==> config.mk <==
export PLATFORM = sky130hd
export DESIGN_NAME = misr_reg
export DESIGN_NICKNAME = d
export VERILOG_FILES = /design/src/rtl/response_misr_checker_pkg.sv /design/src/rtl/response_misr_checker_misr_reg.sv
export SDC_FILE = /design/constraint.sdc
export NUM_CORES = 1
export LEC_CHECK = 0
export CAP_MARGIN = 20
export CORE_MARGIN = 10
export CORE_UTILIZATION = 44
export DETAILED_ROUTE_END_ITERATION = 8
export PLACE_DENSITY_LB_ADDON = 0.25
export SYNTH_ARGS = -nofsm -noshare
export SYNTH_HDL_FRONTEND = slang
export SYNTH_SLANG_ARGS = --single-unit
export TNS_END_PERCENT = 50
==> constraint.sdc <==
create_clock -name i_clk -period 1.39 [get_ports i_clk]
set_input_delay 0.2085 -clock i_clk [delete_from_list [all_inputs] [get_ports i_clk]]
set_output_delay 0.2085 -clock i_clk [all_outputs]
set_load 0.005 [all_outputs]
==> src/rtl/response_misr_checker_pkg.sv <==
// Shared types, default constants and the MISR step function for the response checker.
package rmc_pkg;

    typedef enum logic [2:0] {
        IDLE,
        SKIP,
        CAPTURE,
        COMPARE,
        DONE
    } rmc_state_e;

    localparam int unsigned MISR_MAX_W = 64;
    localparam logic [31:0] DEF_POLY   = 32'h04C11DB7;
    localparam logic [31:0] DEF_SEED   = 32'h00000000;

    // Galois MISR step on a MISR_MAX_W container; bits at and above 'width' are cleared.
    function automatic logic [MISR_MAX_W-1:0] misr_step(
        input logic [MISR_MAX_W-1:0] sig,
        input logic [MISR_MAX_W-1:0] data,
        input logic [MISR_MAX_W-1:0] poly,
        input int unsigned           width
    );
        logic [MISR_MAX_W-1:0] w_top;
        logic [MISR_MAX_W-1:0] w_res;
        w_top = sig >> (width - 1);
        w_res = (sig << 1) ^ (w_top[0] ? poly : '0) ^ data;
        w_res = w_res & ~({MISR_MAX_W{1'b1}} << width);
        return w_res;
    endfunction

endpackage

==> src/rtl/response_misr_checker_misr_reg.sv <==
// WIDTH-bit MISR register: load seed, absorb one word per enabled cycle, otherwise hold.
module misr_reg
    import rmc_pkg::*;
#(
    parameter int unsigned      WIDTH = 32,
    parameter logic [WIDTH-1:0] POLY  = WIDTH'(DEF_POLY),
    parameter logic [WIDTH-1:0] SEED  = WIDTH'(DEF_SEED)
) (
    input  logic             i_clk,
    input  logic             i_rst,
    input  logic             i_load,
    input  logic             i_step,
    input  logic [WIDTH-1:0] i_data,
    output logic [WIDTH-1:0] o_sig
);

    logic [WIDTH-1:0] r_sig;
    logic [WIDTH-1:0] w_next;

    always_comb begin
        w_next = WIDTH'(misr_step(MISR_MAX_W'(r_sig), MISR_MAX_W'(i_data),
                                  MISR_MAX_W'(POLY), WIDTH));
    end

    // Load has priority so a re-arm never mixes the old signature into the new run.
    always_ff @(posedge i_clk or posedge i_rst) begin
        if (i_rst) begin
            r_sig <= SEED;
        end else if (i_load) begin
            r_sig <= SEED;
        end else if (i_step) begin
            r_sig <= w_next;
        end
    end

    assign o_sig = r_sig;

endmodule

==> flow_metrics.tcl <==
set metrics [dict create \
    synth_warnings 0 \
    cp.arrival_ns 1.15 \
    setup_ws_ns 0.0359 \
    relSlewSlack 0.778 \
    hold_path_class "primary input to asynchronous set/reset pin" \
    syn_nets 181 \
    rsz0062_at_grt "false" \
    worst_pin_slew_ns 0.333 \
    postCtsHoldBufs 0 \
    cts-root-buf "clkbuf_8" \
    dp_hpwl_um 3390 \
    async_reset_ff_frac 1.00 \
    antenna_found_initial 0 \
    yosys.cell_types.count 17 \
    initial_core_util 0.466 \
    coreArea_um2 3770 \
    grt_pass1_wl_um 7510 \
    cp_top_family "buffers and inverters" \
    dieArea_um2 6920 \
    drc_errors 0 \
    start_kind "flip-flop" \
    io_buffers 67 \
    num_vias 1379 \
    ant_nets 0 \
    total_power_mw 2.61 \
    clk_pin_slew_ns 0.07 \
    grt_usage 0.129 \
    setup-tns-final_ns 0 \
    grt_pass1_vias 1511 \
    setup_violations 0 \
    cp_cell_sequence "clkdlybuf4s50_1" \
    drive_gt1_frac 0.143 \
    cts_made_buffers 5 \
    fin_worst_skew_ns 0.00648 \
    utilization 0.710 \
    ys_ff_latch 32 \
    maxCapViolCount 0 \
    fmax_mhz 738 \
    cts_tree "done" \
    p_leak_nw 1.42 \
    largest_reg_flops 32 \
    status "complete, no violations" \
    cts_buffer_depth 2 \
    post-place-ws_ns 0.0353 \
    place.gp.congestion 0.783 \
    via_per_inst 4.96 \
    drt-total-wl_um 4610 \
    htree_levels 2 \
    multi_input_area_um2 878 \
    final_net_count 265 \
    crit_path_top_delay_cell "clkdlybuf4s50_1" \
    clkSinkCount 32 \
    drt_iter0_drc 49 \
    path_class "flip-flop to primary output" \
    worst_hold_slack_ns 0.219 \
    crit_path_max_fanout 2 \
    ys.flop_type "dfrtp_1" \
    rows 22 \
    first_pass_iters 4 \
    ys_seq_area_frac 0.456 \
    syn_area_um2 1760 \
    hold_violations 0 \
    period_share 0.974 \
    antenna_cells 0 \
    seq_area_um2 801 \
    grt_max_degree 34 \
    fillers 273 \
    finalNonFillerCells 278 \
    die_h_um 83.2 \
    fin_crit_ns 1.35 \
    cpPeakStageDelay_ns 0.51 \
    cp.buffers_inverters 1 \
    avgSynthCellArea_um2 12.1 \
    area_delta_synth_final_pct 52.5 \
    place_area_um2 2490 \
    syn-instance-count 145 \
    final_area_um2 2680 \
    crit_path_end_kind "primary output" \
    placed_cells 258 \
    ir_worst_vdd_v 0.000744 \
    overflow 0 \
    synth_edf_count 0 \
    clk_latency_ns 0.28 \
    die_x_um 83.2 \
    powerDensity_nw_per_um2 974 \
    final_max_slew_viol_count 0 \
    ios 68 \
    required_ns 1.18 \
    routedWlPerCell_um 16.6 \
]
-- final cells by class --
cell class	instances	area share
inverters	1	0.00140
repair buffers	88	0.316
multi-input cells	101	0.328
clock buffers	8	0.0336
flip-flops and latches	32	0.299
well taps	48	0.0224
-- cell usage after synthesis, types with 3 or more instances --
cell,n,area (µm²)
dfrtp_1,32,801
nor2_1,29,109
xnor2_1,22,193
a211oi_1,19,143
mux2i_1,13,130
xor3_1,6,143
buf_2,4,20.0
clkbuf_1,4,15.0
xor3_4,4,110
nand2b_1,3,18.8
o21ai_0,3,15.0
-- tightest hold or removal path, stage by stage --
cell and delay (ns):
clkdlybuf4s50_1 0.39, inv_1 0.07, buf_4 0.18
-- path summary, 6_finish.rpt --
path / end / start / depth (start not counted) / slack [ns]
worst min register to register: o_sig[4] / o_sig[4] / 2 / 0.56
worst max-delay path: o_sig[26] / o_sig[26] / 1 / 0.04
max in group asynchronous: o_sig[28] / i_rst / 3 / 0.88
worst min-delay path: o_sig[1] / i_rst / 3 / 0.22
worst max register to register: o_sig[4] / o_sig[31] / 4 / 0.08
min in group i_clk: o_sig[19] / i_step / 2 / 0.30
-- cell families after synthesis --
kind of cell	synth area share
multiplexers	0.0741
AND/OR/NAND/NOR	0.0826
flip-flops	0.456
buffers and inverters	0.0442
AO/OA/AOI/OAI	0.0897
XOR/XNOR	0.254
-- cell usage in the layout, fill, tap and decap left out --
master	instances
xor3_1	6
dlymetal6s2s_1	12
dfrtp_1	32
buf_12	1
clkbuf_8	6
nor3b_1	1
nand2b_1	3
buf_4	19
buf_6	1
nor2_1	29
dlygate4sd2_1	19
o21ai_0	3
a211oi_1	19
xor3_4	4
clkdlybuf4s50_1	35
buf_2	1
mux2i_1	13
inv_1	1
clkbuf_1	2
and3b_2	1
xnor2_1	22
-- layer usage --
layer,vias to the layer above,wire length (µm),global-route usage
met1,656,2020,0.155
met4,0,55,0.0338
met2,51,2190,0.196
li1,665,-,-
met5,-,0,0
met3,7,352,0.0693
-- what timing repair did --
action,4_1_cts,5_1_grt
setup endpoints to repair,28,20
buffers inserted,12,1
pin swaps,0,2
resized for setup,20,12
-- where the power goes --
part	internal [mW]	switching, mW
Combinational	0.511	0.278
Sequential	1.02	0.0692
Clock	0.403	0.327
Total	1.94	0.674
No activity file was read; power rests on OpenSTA's default activity.
